### src/rtl/mc_datapath_pkg.sv
// -----------------------------------------------------------------------------
// mc_datapath_pkg
// Shared definitions for the multicycle RV32I datapath: control-select
// encodings, ALU function codes, base opcodes, datapath width and the
// immediate extender helper.
// -----------------------------------------------------------------------------
package mc_datapath_pkg;

    localparam int XLEN = 32;

    // Result mux select
    typedef enum logic [1:0] {
        RES_ALUOUT    = 2'b00,
        RES_DATA      = 2'b01,
        RES_ALURESULT = 2'b10,
        RES_ALURES_B  = 2'b11
    } result_src_e;

    // Operand A select
    typedef enum logic [1:0] {
        SRCA_PC    = 2'b00,
        SRCA_OLDPC = 2'b01,
        SRCA_A     = 2'b10,
        SRCA_ZERO  = 2'b11
    } src_a_e;

    // Operand B select
    typedef enum logic [1:0] {
        SRCB_B    = 2'b00,
        SRCB_IMM  = 2'b01,
        SRCB_FOUR = 2'b10,
        SRCB_ZERO = 2'b11
    } src_b_e;

    // Immediate format
    typedef enum logic [1:0] {
        IMM_I = 2'b00,
        IMM_S = 2'b01,
        IMM_B = 2'b10,
        IMM_J = 2'b11
    } imm_src_e;

    // ALU function; unlisted codes produce zero
    typedef enum logic [2:0] {
        ALU_ADD = 3'b000,
        ALU_SUB = 3'b001,
        ALU_AND = 3'b010,
        ALU_OR  = 3'b011,
        ALU_SLT = 3'b101
    } alu_ctrl_e;

    // Base opcodes decoded by the controller
    localparam logic [6:0] OP_LW  = 7'd3;
    localparam logic [6:0] OP_SW  = 7'd35;
    localparam logic [6:0] OP_R   = 7'd51;
    localparam logic [6:0] OP_BEQ = 7'd99;
    localparam logic [6:0] OP_I   = 7'd19;
    localparam logic [6:0] OP_JAL = 7'd111;

    // Sign-extended immediate; the sign bit is instr[31] for every format.
    function automatic logic [31:0] imm_extend(input logic [31:0] instr,
                                               input logic [1:0]  imm_src);
        logic [31:0] imm;
        case (imm_src)
            IMM_I:   imm = {{20{instr[31]}}, instr[31:20]};
            IMM_S:   imm = {{20{instr[31]}}, instr[31:25], instr[11:7]};
            IMM_B:   imm = {{20{instr[31]}}, instr[7], instr[30:25], instr[11:8], 1'b0};
            IMM_J:   imm = {{12{instr[31]}}, instr[19:12], instr[20], instr[30:21], 1'b0};
            default: imm = {{20{instr[31]}}, instr[31:20]};
        endcase
        return imm;
    endfunction

endpackage

### src/rtl/mc_datapath_regfile.sv
// -----------------------------------------------------------------------------
// mc_regfile
// Register file with two asynchronous read ports and one synchronous write
// port. Entry 0 is hardwired to zero, so writes to x0 vanish. All entries
// clear on the asynchronous reset, which rules out a block-RAM mapping.
// Reads return the stored value; a same-cycle write is not bypassed.
//
// Ports:
//   Clk, Reset   clock, asynchronous active-high reset
//   ra1, ra2     read addresses
//   rd1, rd2     read data
//   we, wa, wd   write enable, address, data
// -----------------------------------------------------------------------------
module mc_regfile #(
    parameter int XLEN  = 32,
    parameter int NREGS = 32
) (
    input  logic                     Clk,
    input  logic                     Reset,
    input  logic [$clog2(NREGS)-1:0] ra1,
    input  logic [$clog2(NREGS)-1:0] ra2,
    output logic [XLEN-1:0]          rd1,
    output logic [XLEN-1:0]          rd2,
    input  logic                     we,
    input  logic [$clog2(NREGS)-1:0] wa,
    input  logic [XLEN-1:0]          wd
);
    import mc_datapath_pkg::*;

    localparam int AW = $clog2(NREGS);

    logic [NREGS-1:0][XLEN-1:0] rf_q;

    assign rf_q[0] = '0;

    genvar gi;
    generate
        for (gi = 1; gi < NREGS; gi++) begin : g_entry
            logic [XLEN-1:0] q_reg;

            always_ff @(posedge Clk or posedge Reset) begin
                if (Reset) begin
                    q_reg <= '0;
                end else if (we && (wa == AW'(gi))) begin
                    q_reg <= wd;
                end
            end

            assign rf_q[gi] = q_reg;
        end
    endgenerate

    assign rd1 = rf_q[ra1];
    assign rd2 = rf_q[ra2];

endmodule

### src/rtl/mc_datapath.sv
// -----------------------------------------------------------------------------
// mc_datapath
// Multicycle RV32I datapath driven by the main control FSM. Holds PC, OldPC,
// instruction and data registers, the register file, immediate extender, ALU
// and the A/B/ALUOut pipeline registers; drives a unified memory port.
//
// Ports:
//   Clk, Reset                        clock, asynchronous active-high reset
//   PCWrite, AdrSrc, MemWrite,
//   IRWrite, RegWrite                 per-cycle control strobes
//   ResultSrc, ALUSrcA, ALUSrcB,
//   ImmSrc, ALUControl                mux / function selects
//   MemAdr, MemWData, MemWE           memory request
//   MemRData                          memory read data (same cycle)
//   op, funct3, funct7b5, Zero        status back to the controller
// -----------------------------------------------------------------------------
module mc_datapath #(
    parameter int              XLEN     = 32,
    parameter logic [XLEN-1:0] RESET_PC = '0,
    parameter int              NREGS    = 32
) (
    input  logic            Clk,
    input  logic            Reset,
    input  logic            PCWrite,
    input  logic            AdrSrc,
    input  logic            MemWrite,
    input  logic            IRWrite,
    input  logic            RegWrite,
    input  logic [1:0]      ResultSrc,
    input  logic [1:0]      ALUSrcA,
    input  logic [1:0]      ALUSrcB,
    input  logic [1:0]      ImmSrc,
    input  logic [2:0]      ALUControl,
    output logic [XLEN-1:0] MemAdr,
    output logic [XLEN-1:0] MemWData,
    output logic            MemWE,
    input  logic [XLEN-1:0] MemRData,
    output logic [6:0]      op,
    output logic [2:0]      funct3,
    output logic            funct7b5,
    output logic            Zero
);
    import mc_datapath_pkg::*;

    logic [XLEN-1:0] pc_reg;
    logic [XLEN-1:0] oldpc_reg;
    logic [XLEN-1:0] instr_reg;
    logic [XLEN-1:0] data_reg;
    logic [XLEN-1:0] a_reg;
    logic [XLEN-1:0] b_reg;
    logic [XLEN-1:0] aluout_reg;

    logic [XLEN-1:0] rf_rd1;
    logic [XLEN-1:0] rf_rd2;
    logic [XLEN-1:0] imm_ext;
    logic [XLEN-1:0] src_a;
    logic [XLEN-1:0] src_b;
    logic [XLEN-1:0] alu_result;
    logic [XLEN-1:0] result;

    // Write address comes from the instruction currently held, so a
    // simultaneous IRWrite never redirects this cycle's writeback.
    mc_regfile #(
        .XLEN  (XLEN),
        .NREGS (NREGS)
    ) u_regfile (
        .Clk   (Clk),
        .Reset (Reset),
        .ra1   (instr_reg[19:15]),
        .ra2   (instr_reg[24:20]),
        .rd1   (rf_rd1),
        .rd2   (rf_rd2),
        .we    (RegWrite),
        .wa    (instr_reg[11:7]),
        .wd    (result)
    );

    assign imm_ext = imm_extend(instr_reg, ImmSrc);

    always_comb begin
        case (ALUSrcA)
            SRCA_PC:    src_a = pc_reg;
            SRCA_OLDPC: src_a = oldpc_reg;
            SRCA_A:     src_a = a_reg;
            default:    src_a = '0;
        endcase
    end

    always_comb begin
        case (ALUSrcB)
            SRCB_B:    src_b = b_reg;
            SRCB_IMM:  src_b = imm_ext;
            SRCB_FOUR: src_b = XLEN'(4);
            default:   src_b = '0;
        endcase
    end

    always_comb begin
        case (ALUControl)
            ALU_ADD: alu_result = src_a + src_b;
            ALU_SUB: alu_result = src_a - src_b;
            ALU_AND: alu_result = src_a & src_b;
            ALU_OR:  alu_result = src_a | src_b;
            ALU_SLT: alu_result = {{(XLEN-1){1'b0}}, ($signed(src_a) < $signed(src_b))};
            default: alu_result = '0;
        endcase
    end

    always_comb begin
        case (ResultSrc)
            RES_ALUOUT: result = aluout_reg;
            RES_DATA:   result = data_reg;
            default:    result = alu_result;
        endcase
    end

    assign MemAdr   = AdrSrc ? result : pc_reg;
    assign MemWData = b_reg;
    assign MemWE    = MemWrite;
    assign op       = instr_reg[6:0];
    assign funct3   = instr_reg[14:12];
    assign funct7b5 = instr_reg[30];
    assign Zero     = (alu_result == '0);

    // A/B/Data/ALUOut are non-architectural and reload every cycle; the
    // controller only samples them in the cycle after they were set up.
    always_ff @(posedge Clk or posedge Reset) begin
        if (Reset) begin
            pc_reg     <= RESET_PC;
            oldpc_reg  <= '0;
            instr_reg  <= '0;
            data_reg   <= '0;
            a_reg      <= '0;
            b_reg      <= '0;
            aluout_reg <= '0;
        end else begin
            a_reg      <= rf_rd1;
            b_reg      <= rf_rd2;
            data_reg   <= MemRData;
            aluout_reg <= alu_result;
            if (IRWrite) begin
                instr_reg <= MemRData;
                oldpc_reg <= pc_reg;   // pre-update PC, even alongside PCWrite
            end
            if (PCWrite) begin
                pc_reg <= result;
            end
        end
    end

endmodule

### config.mk
export PLATFORM = sky130hd
export DESIGN_NAME = mc_datapath
export DESIGN_NICKNAME = d
export VERILOG_FILES = /design/src/rtl/mc_datapath_pkg.sv /design/src/rtl/mc_datapath_regfile.sv /design/src/rtl/mc_datapath.sv
export SDC_FILE = /design/constraint.sdc
export NUM_CORES = 2
export LEC_CHECK = 0
export BUFFER_PORTS_ARGS = -buffer_cell sky130_fd_sc_hd__buf_2
export CAP_MARGIN = 10
export CORE_MARGIN = 4
export CORE_UTILIZATION = 40
export CTS_CLUSTER_DIAMETER = 200
export CTS_CLUSTER_SIZE = 12
export DETAILED_ROUTE_END_ITERATION = 7
export PLACE_DENSITY = 0.6
export SLEW_MARGIN = 20
export SYNTH_ARGS = -nofsm -noshare
export SYNTH_HDL_FRONTEND = slang
export SYNTH_HIERARCHICAL = 1
export SYNTH_SLANG_ARGS = --single-unit
export TNS_END_PERCENT = 20
### constraint.sdc
create_clock -name Clk -period 47 [get_ports Clk]
set_input_delay 2.35 -clock Clk [delete_from_list [all_inputs] [get_ports Clk]]
set_output_delay 2.35 -clock Clk [all_outputs]
set_load 0.1 [all_outputs]
-- Word-level counts from Yosys, hierarchy flattened
Index checks and enable logic that the tools add are counted.
- $add $sub $neg: 2
- magnitude comparators: 3
- equality and inequality tests: 43
- muxes and demuxes: 10
- bitwise logic cells: 2
- reductions and logical operators: 37
- operators by type and width (operator ; count):
    binary-select mux 32 bit (select 5 bit) ; 2
    case mux 32 bit (3 select lines) ; 2
    case mux 32 bit (5 select lines) ; 1
    case mux 32 bit (4 select lines) ; 1
    two-way mux 32 bit ; 3
    == test 5 bit, second input constant ; 16
    case mux 32 bit (2 select lines) ; 1
    == test 5 x 4 -> 1 bit, second input constant ; 8
    adder 32 bit ; 1
    AND 32 bit ; 1
    logical NOT 32 bit ; 1
    < comparator 32 bit ; 1
    OR 32 bit ; 1
    subtractor 32 bit ; 1
    logical AND 1 bit ; 31
    == test 5 x 3 -> 1 bit, second input constant ; 4
    < comparator 5 x 6 -> 1 bit, second input constant ; 2
    == test 5 x 2 -> 1 bit, second input constant ; 2
    == test 2 x 1 -> 1 bit, second input constant ; 4
    == test 2 bit, second input constant ; 4
    logical NOT 2 bit ; 4
    == test 3 x 2 -> 1 bit, second input constant ; 2
    == test 5 x 1 -> 1 bit, second input constant ; 1
    == test 3 x 1 -> 1 bit, second input constant ; 1
    other kinds (2) ; 2
- flip-flop bits (word level): 1216
- input bits: 50
- output and inout bits: 77
- logic and storage cells: 135

-- Depth between registers and ports, before layout
- word-level depth: 7
- depth in mapped cells: 21
- mapped depth without buffers: 18

-- Modules after synthesis
The synthesis kept the hierarchy.
- by module, submodules not included (module ; times used ; cells an instance ; area each (um2) ; sequential area each (um2)):
    mc_regfile ; 1 ; 3636 ; 53194.8 ; 24823.8
    mc_datapath ; 1 ; 1512 ; 14433.8 ; 5605.4

-- Worst setup path after synthesis
OpenSTA, ideal clock, no wires.
- path type: input to output
- from: in ALUSrcA[0]
- to: out Zero
- arrival: 7.887 ns
- required time: 44.650 ns
- slack: 36.763 ns
- stages on the path: 17
- path buffers: 2
- cells stage by stage: clkbuf_1 > buf_1 > mux2i_1 > nor2_1 > a21o_1 > ha_1 > nor2b_1 > a2111o_1 > a31oi_4 > a311oi_2 > a211oi_1 > xnor2_1 > o22ai_1 > or3b_2 > nor4b_1 > nand4_1 > nor4_2
- longest elaborated chain between the ends: 5
- elaborated cells on any way between the ends: 11
- those cells by class: add/sub (2); order compare (1); eq/ne (2); mux (2); bitwise (2); reduce/logical (2)
- ends and longest elaborated chain (element ; RTL line ; source):
    start, declared ; mc_datapath.sv:30 ; input logic [1:0] ALUSrcA,
    == test 2 bit (tied with other cells) ; mc_datapath.sv:81 ; case (ALUSrcA)
    case mux 32 bit (3 select lines) (*) ; mc_datapath.sv:81 ;
    subtractor 32 bit (tied with other cells) ; mc_datapath.sv:101 ; ALU_SUB: alu_result = src_a - src_b;
    case mux 32 bit (5 select lines) (*) ; mc_datapath.sv:99 ; case (ALUControl)
    via alu_result[17] ; mc_datapath.sv:58 ; logic [XLEN-1:0] alu_result;
    logical NOT 32 bit (*) ; mc_datapath.sv:123 ; assign Zero = (alu_result == '0);
    end, declared ; mc_datapath.sv:41 ; output logic Zero
Mark *: on every way through the listed nets, which the timed path passes. The rest lies on a longest branch.

-- Final worst setup path
- from: in ALUSrcB[0]
- to: out MemAdr[24]
- longest elaborated chain between the ends: 6
- elaborated cells on any way between the ends: 11
- those cells by class: add/sub (2); eq/ne (2); mux (4); bitwise (2); reduce/logical (1)
- ends and longest elaborated chain (element ; RTL line ; source):
    start, declared ; mc_datapath.sv:31 ; input logic [1:0] ALUSrcB,
    == test 2 bit (tied with other cells) ; mc_datapath.sv:90 ; case (ALUSrcB)
    case mux 32 bit (3 select lines) (*) ; mc_datapath.sv:90 ;
    subtractor 32 bit (tied with other cells) ; mc_datapath.sv:101 ;
    case mux 32 bit (5 select lines) (*) ; mc_datapath.sv:99 ;
    via alu_result[24] ; mc_datapath.sv:58 ;
    case mux 32 bit (2 select lines) (*) ; mc_datapath.sv:110 ; case (ResultSrc)
    via result[24] ; mc_datapath.sv:59 ; logic [XLEN-1:0] result;
    two-way mux 32 bit (*) ; mc_datapath.sv:117 ; assign MemAdr = AdrSrc ? result : pc_reg;
    end, declared ; mc_datapath.sv:34 ; output logic [XLEN-1:0] MemAdr,
Marks and branches as above.

==> flow_summary.yaml <==
status:
  outcome: "complete, no violations"
worst_hold_path:
  worstHoldPathType: "reg -> reg"
  holdPathEnd: "instr_reg[6]"
  min_from: "instr_reg[6]"
  hold_depth: 1
synthesis:
  synth-edff-count: 0
  synth_top_area_share_pct: 45.0
  syn_area_sq_um: 67600
  synth_nets: 5296
  yosysWarnings: 6
  synth-seq-cells: 1216
  ys_top_cells_by_area: "dfrtp_1 (45%), mux2_2 (19%), mux4_2 (13%)"
  synth.avg_cell_area_sq_um: 13.1
  async_flop_share_pct: 100
  ys_seq_area_share_pct: 45.0
  postSynthCellCount: 5148
  yosysTopAreaCell: "dfrtp_1"
  synth_ff_type: "dfrtp_1"
  synth_cell_types: 90
power_and_ir_drop:
  pwr-share-clk_pct: 23.4
  internal-power_mw: 2.28
  powerDensity_nw_per_um2: 47.8
  switching_power_mw: 1.20
  combPwrFrac_pct: 32.3
  p_sw_share_pct: 34.5
  sequentialPowerShare_pct: 44.3
  p_leak_nw: 33.0
  ir_drop_mv: 0.0279
critical_path:
  crit_path_end_kind: "output pin"
  crit_path_start_kind: "input pin"
  rr_startpoint: "instr_reg[20]"
  rrSetupSlack_ps: 40370
  critical_path_class: "in -> out"
  crit_required_ps: 44650
  r2r_end: "u_regfile/g_entry[23].q_reg[27]"
  ff2ff_path_depth: 17
  crit_arrival_ps: 8710
  path_max_fanout: 33
clocking:
  clock_latency_ps: 740
  cts_sinks: 1216
  cts_repair_resize_count: 0
  cts_root_buffer: "clkbuf_16"
  postCtsHoldBufs: 0
  numCtsBuffers: 111
  clk_path_buf_depth: 3
  htree_levels: 3
  post_cts_buffers: 0
  cts_tree: "done"
  clkTransAtPathRegs_ps: 60
timing:
  hold_viol_final: 0
  maxSlewViolCount: 0
  min_period_ps: 11060
  setup_viol: 0
  skew_ps: 42.8
  tightestPinTransition_ps: 1130
  max_clock_freq_mhz: 90.4
  relSlewSlack_pct: 23.0
  timing.final.crit_share_pct: 23.5
  rsz0062_at_grt: "no"
  setup_tns_ps: 0
placed_design:
  gp_congestion: 0.933
  numPortBuffers: 124
  dp.final_hpwl_mm: 133
layout:
  fin_util_pct: 43.5
  layout.nets: 5142
  final_cell_mix: "dfrtp_1 (1206), mux2_2 (1145), mux4_2 (384)"
  largest_register_ffs: 992
  layout-drive-gt1-share_pct: 40.2
  layout_commonest_cell: "dfrtp_1"
  syn_to_final_growth_pct: 7.83
die:
  fp.dieW_microns: 419
  io_pins: 127
  core_sq_um: 168000
  row_count: 150
  die_y_microns: 419
  start_util_pct: 40.4
  die_area_sq_um: 176000
routing:
  vias_per_cell: 6.27
  wire_per_inst_microns: 30.6
  postRouteAntennaNets: 0
  drc: 0
  vias: 45300
  first_pass_iters: 6
  routed_wl_mm: 221
  drtIter0Drc: 4048
grt:
  antenna_found_initial: 14
  grt_pass1_wl_mm: 325
  overflow: 0
  grt_max_degree: 167
  grt_pass1_vias: 46400
  grt_use_total_pct: 24.8
flow_run:
  drv_cap: 0
[synth_stat cells (all sizes together), types with 11 or more instances]
cell type,n
a211oi,93
a21o,59
a21oi,103
a22o,192
a311oi,11
a31oi,11
and2,35
and3,35
buf,234
clkbuf,276
dfrtp,1216
ha,96
inv,117
mux2,1179
mux2i,233
mux4,384
nand2,174
nand2b,16
nand3,20
nor2,139
nor2b,36
nor3,31
nor4,11
o211ai,11
o21ai,144
o22ai,74
o31ai,77
or2,11
or3,19
xnor2,17
[power groups by stage]
stage          combinational (mW)  clock [mW]  sequential [mW]
2_1_floorplan               0.827           0             1.53
3_3_place_gp                 1.10           0             1.54
3_5_place_dp                 1.12           0             1.56
4_1_cts                      1.12       0.837             1.54
5_1_grt                      1.20       0.871             1.58
6_report                     1.12       0.815             1.54
[metal layers]
| metal | wire (microns) | track usage [%] |
|---|---|---|
| met1 | 94300 | 34.4 |
| met2 | 103000 | 39.9 |
| met3 | 15300 | 3.94 |
| met4 | 7810 | 8.53 |
| met5 | 54 | 0 |
[area by class of cell]
type,count,area [sq um]
clock buffers,119,2830
well taps,2204,2760
diodes,8,20.0
inverters,117,454
repair buffers,243,1610
flip-flops and latches,1216,30500
clock inverters,4,53.8
fillers,15300,94700
multi-input cells,3305,34700
[stage by stage]
stage          power [mW]  hold WS [ps]  cells  instance area, sq um  worst slack (ps)
4_1_cts              3.49           509   7208                 72900             35880
3_5_place_dp         2.67           493   7085                 70000             35890
6_report             3.48           504   7216                 72900             35940
3_3_place_gp         2.64           484   7085                 70000             35880
5_1_grt              3.64           515   7209                 72900             35640
2_1_floorplan        2.35           470   5148                 67600             16740
[worst max path at each step]
| stage | startpoint | to | slack (ps) | depth (start not counted) |
|---|---|---|---|---|
| 6_report | ALUSrcB[0] | MemAdr[24] | 35940 | 21 |
| 5_1_grt | ALUSrcB[0] | MemAdr[24] | 35640 | 21 |
| 3_3_place_gp | ALUSrcB[0] | MemAdr[24] | 35880 | 21 |
| 4_1_cts | ALUSrcB[0] | MemAdr[24] | 35880 | 21 |
| 3_5_place_dp | ALUSrcB[0] | MemAdr[24] | 35890 | 21 |
| 2_1_floorplan | Reset | u_regfile/g_entry[10].q_reg[0] | 16740 | 1 |
[critical path: stages]
cell and delay [ps]:
buf_2 490, inv_1 550, nor3_1 300, a21oi_1 100, nor2_1 250, ha_1 230
inv_1 70, fa_1 470, nor2_1 110, o221ai_1 310, a2111oi_0 1050, o31ai_1 270
a21oi_1 230, o22ai_1 130, xnor2_1 150, o22ai_1 400, nand2_1 130, o21ai_2 80
buf_4 350, mux2_2 230, buf_2 420
[logic make-up after synthesis]
group / Yosys count / share of synthesized area, %
AND/OR/NAND/NOR: 551 / 3.99
flip-flops: 1216 / 45.0
adder cells (fa/ha/maj): 98 / 1.84
XOR/XNOR: 23 / 0.298
buffers and inverters: 627 / 4.18
AO/OA/AOI/OAI: 837 / 8.84
multiplexers: 1796 / 35.9
No activity file was read; power rests on OpenSTA's default activity.
